==> src/rtl/udp_tx_arbiter.sv <==
// Shares one UDP/IP transmit engine between NUM_REQ frame sources: round-robin grant,
// length check, send_en start pulse, read/data steering, inter-frame gap and BUSY watchdog.
//
// state | meaning
// IDLE  | no frame in flight, waiting for any req
// ARB   | pick next requester from rr_ptr, latch len/port, check length
// START | grant held, issue send_en on exit
// BUSY  | engine transmitting; forward read strobes and data, run watchdog
// GAP   | forced inter-frame idle of IFG_CYCLES cycles
module udp_tx_arbiter #(
   parameter int unsigned NUM_REQ    = 2,
   parameter logic [15:0] MAX_LEN    = 16'd1472,
   parameter int unsigned IFG_CYCLES = 12,
   parameter logic [31:0] TIMEOUT    = 32'd100000
) (
   input  logic                    sys_clk,
   input  logic                    sys_rst,
   input  logic [NUM_REQ-1:0]      req,
   input  logic [16*NUM_REQ-1:0]   req_len,
   input  logic [16*NUM_REQ-1:0]   req_port,
   input  logic [32*NUM_REQ-1:0]   req_data,
   output logic [NUM_REQ-1:0]      req_rd,
   output logic [NUM_REQ-1:0]      gnt,
   output logic [NUM_REQ-1:0]      done,
   output logic [NUM_REQ-1:0]      err,
   output logic                    send_en,
   output logic [15:0]             send_data_num,
   output logic [15:0]             send_dest_port,
   output logic [31:0]             send_data,
   input  logic                    read_data_req,
   input  logic                    send_end
);

   localparam int unsigned IDX_W = (NUM_REQ > 1) ? $clog2(NUM_REQ) : 1;
   localparam int unsigned GAP_W = (IFG_CYCLES > 1) ? $clog2(IFG_CYCLES + 1) : 1;
   localparam logic [GAP_W-1:0]   GAP_LOAD = GAP_W'(IFG_CYCLES - 1);
   localparam logic [NUM_REQ-1:0] ONE      = NUM_REQ'(1);
   localparam logic [31:0]        WDOG_TC  = TIMEOUT - 32'd1;

   typedef enum logic [2:0] {
      ST_IDLE,
      ST_ARB,
      ST_START,
      ST_BUSY,
      ST_GAP
   } state_t;

   state_t             state_q;
   logic [IDX_W-1:0]   rr_ptr_q;
   logic [IDX_W-1:0]   idx_q;
   logic [NUM_REQ-1:0] gnt_q;
   logic [NUM_REQ-1:0] done_q;
   logic [NUM_REQ-1:0] err_q;
   logic               send_en_q;
   logic [15:0]        len_q;
   logic [15:0]        port_q;
   logic [31:0]        wdog_q;
   logic [GAP_W-1:0]   gap_q;

   logic [15:0] len_a  [NUM_REQ];
   logic [15:0] port_a [NUM_REQ];
   logic [31:0] data_a [NUM_REQ];

   for (genvar g = 0; g < NUM_REQ; g++) begin : g_slice
      assign len_a[g]  = req_len[16*g +: 16];
      assign port_a[g] = req_port[16*g +: 16];
      assign data_a[g] = req_data[32*g +: 32];
   end

   // Round-robin pick: lowest set bit at or above rr_ptr, else lowest set bit overall.
   logic               hi_found;
   logic               any_req;
   logic [IDX_W-1:0]   hi_idx;
   logic [IDX_W-1:0]   lo_idx;
   logic [IDX_W-1:0]   pick_idx;

   always_comb begin
      hi_found = 1'b0;
      any_req  = 1'b0;
      hi_idx   = '0;
      lo_idx   = '0;
      for (int j = NUM_REQ - 1; j >= 0; j--) begin
         if (req[j]) begin
            any_req = 1'b1;
            lo_idx  = IDX_W'(j);
            if (IDX_W'(j) >= rr_ptr_q) begin
               hi_found = 1'b1;
               hi_idx   = IDX_W'(j);
            end
         end
      end
      pick_idx = hi_found ? hi_idx : lo_idx;
   end

   logic [15:0]        pick_len;
   logic [15:0]        pick_port;
   logic [NUM_REQ-1:0] pick_oh;
   logic [IDX_W-1:0]   rr_next;
   logic               len_bad;

   assign pick_len  = len_a[pick_idx];
   assign pick_port = port_a[pick_idx];
   assign pick_oh   = ONE << pick_idx;
   assign rr_next   = (pick_idx == IDX_W'(NUM_REQ - 1)) ? '0 : pick_idx + IDX_W'(1);
   assign len_bad   = (pick_len == 16'd0) || (pick_len > MAX_LEN);

   always_ff @(posedge sys_clk or posedge sys_rst) begin
      if (sys_rst) begin
         state_q   <= ST_IDLE;
         rr_ptr_q  <= '0;
         idx_q     <= '0;
         gnt_q     <= '0;
         done_q    <= '0;
         err_q     <= '0;
         send_en_q <= 1'b0;
         len_q     <= '0;
         port_q    <= '0;
         wdog_q    <= '0;
         gap_q     <= '0;
      end else begin
         done_q    <= '0;
         err_q     <= '0;
         send_en_q <= 1'b0;
         unique case (state_q)
            ST_IDLE: begin
               if (|req) state_q <= ST_ARB;
            end
            ST_ARB: begin
               // A request withdrawn before arbitration simply returns to IDLE.
               if (!any_req) begin
                  state_q <= ST_IDLE;
               end else begin
                  idx_q    <= pick_idx;
                  len_q    <= pick_len;
                  port_q   <= pick_port;
                  rr_ptr_q <= rr_next;
                  if (len_bad) begin
                     err_q   <= pick_oh;
                     gap_q   <= GAP_LOAD;
                     state_q <= ST_GAP;
                  end else begin
                     gnt_q   <= pick_oh;
                     state_q <= ST_START;
                  end
               end
            end
            ST_START: begin
               send_en_q <= 1'b1;
               wdog_q    <= '0;
               state_q   <= ST_BUSY;
            end
            ST_BUSY: begin
               // send_end is checked first so it wins over a coincident watchdog expiry.
               if (send_end) begin
                  done_q  <= gnt_q;
                  gnt_q   <= '0;
                  gap_q   <= GAP_LOAD;
                  state_q <= ST_GAP;
               end else if (wdog_q == WDOG_TC) begin
                  err_q   <= gnt_q;
                  gnt_q   <= '0;
                  gap_q   <= GAP_LOAD;
                  state_q <= ST_GAP;
               end else begin
                  wdog_q <= wdog_q + 32'd1;
               end
            end
            ST_GAP: begin
               if (gap_q == '0) state_q <= ST_IDLE;
               else             gap_q   <= gap_q - GAP_W'(1);
            end
            default: state_q <= ST_IDLE;
         endcase
      end
   end

   assign gnt            = gnt_q;
   assign done           = done_q;
   assign err            = err_q;
   assign send_en        = send_en_q;
   assign send_data_num  = len_q;
   assign send_dest_port = port_q;
   assign req_rd         = (state_q == ST_BUSY && read_data_req) ? gnt_q : '0;
   assign send_data      = (|gnt_q) ? data_a[idx_q] : 32'd0;

endmodule

==> config.mk <==
export PLATFORM = sky130hd
export DESIGN_NAME = udp_tx_arbiter
export DESIGN_NICKNAME = d
export VERILOG_FILES = /design/src/rtl/udp_tx_arbiter.sv
export SDC_FILE = /design/constraint.sdc
export NUM_CORES = 1
export LEC_CHECK = 0
export ABC_AREA = 1
export BUFFER_PORTS_ARGS = -buffer_cell sky130_fd_sc_hd__buf_2
export CAP_MARGIN = 20
export CORE_UTILIZATION = 39
export DETAILED_ROUTE_END_ITERATION = 7
export PLACE_DENSITY = 0.74
export SLEW_MARGIN = 20
export SYNTH_ARGS = -nofsm -noshare
export SYNTH_HDL_FRONTEND = slang
export SYNTH_SLANG_ARGS = --single-unit
==> constraint.sdc <==
create_clock -name sys_clk -period 2.81 [get_ports sys_clk]
set_input_delay 0.281 -clock sys_clk [delete_from_list [all_inputs] [get_ports sys_clk]]
set_output_delay 0.281 -clock sys_clk [all_outputs]
set_load 0.01 [all_outputs]
Word-level counts from Yosys, hierarchy flattened --
Index checks and enable logic that the tools add are counted.
Cells by class: $add $sub $neg 3, order comparisons 5, equality and inequality tests 14, shifts and indexed selects 1, mux-type cells 51, bitwise gates (word level) 2, reductions and logical operators 15
Operators by type and width (count):
- 32-bit two-way mux | 6
- 16-bit two-way mux | 6
- 32-bit one-hot mux with 2 select lines | 1
- 32-bit by 1-bit adder with 32-bit output, second input constant | 1
- 32-bit by 17-bit equality test with 1-bit output, second input constant | 1
- 2-bit two-way mux | 11
- 4-bit two-way mux | 5
- 3-bit two-way mux | 6
- 16-bit by 11-bit greater-than comparator with 1-bit output, second input constant | 1
- 16-bit zero test | 1
- 2-bit != test, second input constant | 8
- 3-bit one-hot mux with 5 select lines | 1
- 1-bit two-way mux | 12
- 4-bit one-hot mux with 3 select lines | 1
- 2-bit one-hot mux with 2 select lines | 2
- 3-bit by 2-bit equality test with 1-bit output, second input constant | 2
- 3-bit AND reduction | 2
- 5-bit AND reduction | 1
- 2-bit greater-or-equal comparator, second input constant | 2
- 4-bit zero test | 1
- 1-bit inverter with 2-bit output | 2
- 4-bit AND reduction | 1
- 2-bit nonzero test | 2
- 2-bit OR reduction | 2
- other kinds (12) | 13
Storage, ports and cells: register bits 80, bits of input ports 134, output and inout port bits 73, logic and storage cells 102

Logic depth before layout (Yosys ltp) --
Gate-level depths: netlist of the first run.
depth after elaboration 15, mapped depth 15, depth with buffers taken out 15

Worst setup path after synthesis of the first run --
Ideal clock, no wire load.
kind register to register, start point register wdog_q[0], end point register wdog_q[18], setup time 0.117 ns, data arrival time 1.556 ns, data required time 2.693 ns, slack 1.137 ns, stages on the path, launching flop included 14, buffers on the path 1, clock period less this slack 1.673 ns, cells stage by stage dfrtp_1 -> ha_1 -> nand2_1 -> nor2_2 -> nand4_1 -> nor3_2 -> nand2_1 -> nand2_1 -> nand2_1 -> nand2_2 -> inv_2 -> buf_2 -> nand2_1 -> nand2_1
On the way: word-level cells in the longest chain between the ends 4, elaborated cells between the ends (all ways) 7, those cells by class add/sub (1); eq/ne (2); mux (3); reduce/logical (1)
Ends and longest elaborated chain:
- start: declaration | line 57 | logic [31:0] wdog_q;
- start signal: assignment | line 165 | wdog_q <= wdog_q + 32'd1;
- 32-bit by 1-bit adder with 32-bit output | line 165
- 32-bit two-way mux | line 159 | end else if (wdog_q == WDOG_TC) begin
- 32-bit two-way mux | line 154 | if (send_end) begin
- 32-bit one-hot mux with 2 select lines | line 124 | unique case (state_q)
Several ways; a longest one is shown, not always the timed one. The select of a mux whose other input is x is not followed. A chain may end at the register's enable or synchronous reset.

Worst setup path after layout of the first run --
start point register state_q[0], end point output port req_rd[0]
On the way: word-level cells in the longest chain between the ends 3
Ends and longest elaborated chain:
- start: declaration | line 48 | state_t state_q;
- start signal: assignment | line 109 | state_q <= ST_IDLE;
- start signal: assignment | line 126 | if (|req) state_q <= ST_ARB;
- start signal: assignment | line 131 | state_q <= ST_IDLE;
- 3-bit by 2-bit equality test with 1-bit output | line 183 | assign req_rd = (state_q == ST_BUSY && read_data_req) ? gnt_q : '0;
- 1-bit logical AND | line 183
- 2-bit two-way mux | line 183
- end: declaration | line 22 | output logic [NUM_REQ-1:0] req_rd,
Every way passes these cells.

==> results of run 1 <==
-- worst max-delay path by stage --
stage                     from         to  slack (ns)  cells past startpoint
finish              state_q[0]  req_rd[0]        0.46                      7
global route          rr_ptr_q     gnt[0]        0.31                     14
CTS                 state_q[0]  req_rd[0]        0.44                      7
detailed placement    rr_ptr_q     gnt[0]        0.58                     14
global placement      rr_ptr_q     gnt[0]        0.65                     14
floorplan              sys_rst    done[0]        0.48                      1
-- critical path, cell delays in order (launching register included) --
cell and delay, ns:
dfrtp_1 0.41, inv_1 0.07, nor2_2 0.16, inv_2 0.11, nor2_4 0.39, inv_1 0.24, nor3_1 0.19, buf_2 0.16
-- placed cells by master (no fill, tap or decap), types with 10 or more instances in the layout --
cell type,n
o21ai_0,19
nand3_1,59
nand2_1,296
xor2_1,14
a31oi_1,10
nor3_1,15
inv_1,47
nand4_1,14
nand2_2,11
a21oi_1,32
nor2_1,73
dfrtp_1,80
buf_2,206
o21ai_1,14
-- report_power, final --
part	internal, mW	switching [mW]	total [mW]
sequential	1.51	0.247	1.76
clock	0.683	0.465	1.15
combinational	0.896	1.49	2.39
total	3.09	2.20	5.29
-- kinds of logic (layout without fill, tap and decap cells) --
logic type | after synthesis | after routing | share of synthesized area
adder cells (fa/ha/maj) | 2 | 2 | 0.00476
AND/OR/NAND/NOR | 502 | 502 | 0.421
AO/OA/AOI/OAI | 79 | 79 | 0.0800
XOR/XNOR | 21 | 21 | 0.0350
buffers and inverters | 91 | 286 | 0.0781
flip-flops | 80 | 80 | 0.381
-- layout make-up --
| class | count | area [um^2] | share of cell area |
|---|---|---|---|
| clock buffers | 10 | 229 | 0.0344 |
| clock inverters | 5 | 58.8 | 0.00882 |
| inverters | 56 | 211 | 0.0317 |
| multi-input cells | 604 | 2850 | 0.427 |
| flip-flops and latches | 80 | 2000 | 0.300 |
| well taps | 176 | 220 | 0.0330 |
| repair buffers | 215 | 1100 | 0.165 |
-- metal layers --
metal	up-vias	GRT usage
met5	-	0
met4	0	0.0713
met3	20	0.0451
met2	197	0.367
met1	2530	0.273
li1	2865	-
-- through the flow --
step,setup WS (ns),utilization,std cells
3_3_place_gp,0.652,0.483,1131
4_1_cts,0.444,0.505,1146
6_report,0.458,0.505,1146
3_5_place_dp,0.578,0.483,1131
2_1_floorplan,0.477,-,775
5_1_grt,0.311,0.505,1146
-- registers in the layout, indices dropped and copies added, names as in the netlist --
name,cells
err,2
gnt,2
gap_q,4
send_dest_port,16
send_data_num,16
rr_ptr_q,1
wdog_q,32
idx_q,1
state_q,3
done,2
send_en,1
==> flow_metrics.py, run 1 <==
metrics = {
    "status": {
        "status": "complete, no violations",
    },
    "clock_network": {
        "htree_levels": 3,
        "cts_root_buffer": "clkbuf_16",
        "numCtsBuffers": 9,
        "cts_sinks": 80,
        "postCtsHoldBufs": 0,
        "clockBufferDepth": 2,
        "clkLatencyLatePin_ns": 0.34,
        "cts_tree": "yes",
        "postCtsSetupBuffers": 0,
        "clk_pin_slew_ns": 0.06,
        "cts.repair.resized": 0,
    },
    "yosys": {
        "synthTopCellsByArea": "dfrtp_1 (38%), nand2_1 (21%), nand3_1 (5.6%)",
        "synth_most_common_cell": "nand2_1",
        "synthArstFlopShare": 1.00,
        "synth_area_um2": 5260,
        "synth_edf_count": 0,
        "synth_fp_nets": 911,
        "ys_seq_area_frac": 0.381,
        "synth_top_area_share": 0.381,
        "synth_cell_types": 35,
        "netlist.top_cell.by_area": "dfrtp_1",
        "netlist_instances": 775,
        "ys.flop_type": "dfrtp_1",
        "syn_avg_cell_area_um2": 6.78,
        "synthTopCellsByCount": "nand2_1 (296), dfrtp_1 (80), nor2_1 (74)",
        "ys_seq_elements": 80,
        "yosys_warnings": 0,
    },
    "sta": {
        "hold_viol": 0,
        "fin_skew_ns": 0.00817,
        "relSlewSlack": 0.530,
        "period_needed_ns": 2.35,
        "setup_viol": 0,
        "hold-worst-slack_ns": 0.0246,
        "fin_crit_sh": 0.837,
        "slew_viol_final": 0,
        "rsz0062_at_grt": "false",
        "fin_tns_setup_ns": 0,
        "tightest_slew_ns": 0.703,
        "max_clock_freq_ghz": 0.425,
    },
    "grt": {
        "antenna_found_initial": 0,
        "grt_first_pass_wirelength_mm": 24.4,
        "grt_max_degree": 43,
        "grt_pass1_vias": 5146,
        "gr-total-overflow": 0,
        "gr-usage-all-layers": 0.216,
    },
    "finish": {
        "fin_nets": 1102,
        "fin_area_um2": 6670,
        "area_growth_pct": 26.8,
        "antenna_cells": 0,
        "post_route_cells_drive_above_1_share": 0.280,
        "n_fill_cell": 1342,
    },
    "worst_hold_path": {
        "hold_path_class": "in2async",
    },
    "floorplanning": {
        "die_h_um": 118,
        "start_util": 0.398,
        "row_count": 42,
        "core-area_um2": 13200,
        "io_pins": 207,
        "die_x_um": 118,
        "die_area_um2": 13900,
    },
    "critical_path": {
        "end_kind": "output port",
        "required_ns": 2.53,
        "r2r_cells": 14,
        "worstSetupPathType": "reg2out",
        "arrival_ns": 2.07,
        "reg2reg_from": "rr_ptr_q",
        "reg2reg_slack_ns": 0.56,
        "cp-start-kind": "flop",
        "rr_endpoint": "gnt[0]",
        "cp_max_fo": 19,
    },
    "detailed_routing": {
        "wl_mm": 14.6,
        "first_pass_iters": 5,
        "vias": 5612,
        "dr.max_layer_used": "met4",
        "drc": 0,
        "avgViaCountPerCell": 4.90,
        "wl_met2_mm": 6.93,
        "ant_nets": 0,
        "drtIter0Drc": 301,
        "met3_length_um": 834,
        "wire_per_inst_um": 12.7,
        "routedLengthMet1_mm": 6.51,
    },
    "power_and_ir_drop": {
        "p_per_area_nw_per_um2": 794,
        "p_leak_nw": 3.37,
        "peakVddDrop_v": 0.000341,
        "p_total_mw": 5.29,
    },
    "place": {
        "hpwlAfterDp_mm": 11.2,
        "gp_congestion": 0.934,
        "placed_area_um2": 6380,
        "io_buffers": 206,
    },
    "run": {
        "maxCapViolations": 0,
    },
}
(Power assumes the default switching activity.)
==> run 2, diff against run 1 <==
==> constraint.sdc (replaced) <==
create_clock -name sys_clk -period 2.42 [get_ports sys_clk]
set_input_delay 0.242 -clock sys_clk [delete_from_list [all_inputs] [get_ports sys_clk]]
set_output_delay 0.242 -clock sys_clk [all_outputs]
set_load 0.01 [all_outputs]
==> flow_metrics.py, run 2 (synthesis results as in run 1) <==
metrics = {
    "critical_path": {
        "worstSetupPathType": "reg2out",
        "required_ns": 2.18,
        "crit_start": "state_q[0]",
        "cp-start-kind": "flop",
        "arrival_ns": 1.85,
        "reg2reg_from": "wdog_q[0]",
        "cp_max_fo": 8,
        "end_kind": "output port",
    },
    "worst_hold_path": {
        "hold_path_class": "in2reg",
        "hp-start": "req_port[10]",
    },
    "finish": {
        "area_growth_pct": 28.8,
        "fin_nets": 1107,
        "post_route_cells_drive_above_1_share": 0.286,
        "regMostFlops": "wdog_q",
        "largest_register_ffs": 32,
        "layout_common_cells": "nand2_1 (296), buf_2 (206), dfrtp_1 (80)",
        "n_fill_cell": 1313,
        "antenna_cells": 0,
        "layout_commonest_cell": "nand2_1",
    },
    "floorplanning": {
        "row_count": 42,
        "io_pins": 207,
        "core-area_um2": 13200,
        "start_util": 0.398,
        "die_x_um": 118,
        "die_h_um": 118,
        "die_area_um2": 13900,
    },
    "run": {
        "maxCapViolations": 0,
    },
    "clock_network": {
        "numCtsBuffers": 9,
        "clkLatencyLatePin_ns": 0.35,
        "cts_root_buffer": "clkbuf_16",
        "htree_levels": 3,
        "clockBufferDepth": 2,
        "cts_tree": "yes",
        "cts_sinks": 80,
        "clk_pin_slew_ns": 0.07,
    },
    "sta": {
        "setup_viol": 0,
        "fin_tns_setup_ns": 0,
        "max_clock_freq_ghz": 0.477,
        "relSlewSlack": 0.611,
        "fin_crit_sh": 0.866,
        "tightest_slew_ns": 0.583,
        "period_needed_ns": 2.10,
        "hold-worst-slack_ns": 0.0966,
        "fin_skew_ns": 0.00739,
        "rsz0062_at_grt": "false",
        "slew_viol_final": 0,
        "hold_viol": 0,
    },
    "detailed_routing": {
        "wire_per_inst_um": 12.9,
        "vias": 5662,
        "avgViaCountPerCell": 4.91,
        "ant_nets": 0,
        "drtIter0Drc": 356,
        "drc": 0,
        "wl_mm": 14.8,
        "first_pass_iters": 6,
    },
    "power_and_ir_drop": {
        "p_leak_nw": 3.42,
        "p_per_area_nw_per_um2": 944,
        "peakVddDrop_v": 0.000502,
    },
    "status": {
        "status": "complete, no violations",
    },
    "grt": {
        "antenna_found_initial": 0,
        "grt_pass1_vias": 5228,
        "grt_first_pass_wirelength_mm": 24.7,
        "gr-total-overflow": 0,
        "gr-usage-all-layers": 0.218,
        "grt_max_degree": 49,
    },
    "place": {
        "gp_congestion": 0.901,
        "hpwlAfterDp_mm": 11.2,
        "io_buffers": 206,
    },
}
-- run 2: worst max-delay path, stage by stage (launching register included) --
cell and delay [ns]:
dfrtp_1 0.40, inv_1 0.07, nor2_2 0.15, inv_2 0.11, nor2_4 0.24, clkinvlp_4 0.21
nor3_1 0.17, buf_2 0.16
-- run 2: metal layers --
metal  global-route usage  wire [um]  up-vias
met2                0.367       7040      213
met5                    0          0        -
met1                0.276       6520     2542
met4               0.0881        380        0
met3               0.0383        885       32
li1                     -          -     2875
-- run 2: what timing repair did --
item                                   in CTS  in global routing
gates resized for setup                     0                  1
setup endpoints to repair                   0                  2
hold buffers                                1                  0
endpoints found under the hold margin      32                  0
setup buffers                               0                  2
-- run 2: area by class of cell --
type / count / area, um^2 / area share
clock buffer: 10 / 239 / 0.0353
clock inverter: 6 / 97.6 / 0.0144
inverter: 56 / 215 / 0.0318
multi-input combinational: 604 / 2850 / 0.420
sequential: 80 / 2000 / 0.296
tap: 176 / 220 / 0.0325
timing repair buffer: 219 / 1140 / 0.169
timing repair inverter: 1 / 5.00 / 0.000740
-- run 2: stage by stage --
step                total power [mW]  setup WS [ns]  instances  utilization  area [um^2]
floorplan                       3.86          0.126        775            -         5260
global placement                4.84          0.479       1132        0.485         6400
detailed placement              4.87          0.374       1132        0.485         6400
CTS                             6.44          0.125       1149        0.511         6740
global route                    6.85         0.0655       1152        0.513         6770
finish                          6.39          0.325       1152        0.513         6770
-- run 2: where the power goes --
| part | total, mW | internal [mW] | switching, mW |
|---|---|---|---|
| clock network | 1.55 | 0.949 | 0.602 |
| registers | 2.05 | 1.75 | 0.300 |
| logic | 2.79 | 1.06 | 1.73 |
-- run 2: worst paths after layout --
kind                       cells after the start  slack [ns]            endpoint
max                                            7        0.32           req_rd[0]
min                                            3         0.1  send_dest_port[10]
max reg2reg                                   12        0.34           wdog_q[2]
min reg2reg                                    2        0.49    send_data_num[8]
max in group asynchronous                      4        1.27          wdog_q[20]
min in group asynchronous                      3        0.50   send_dest_port[4]
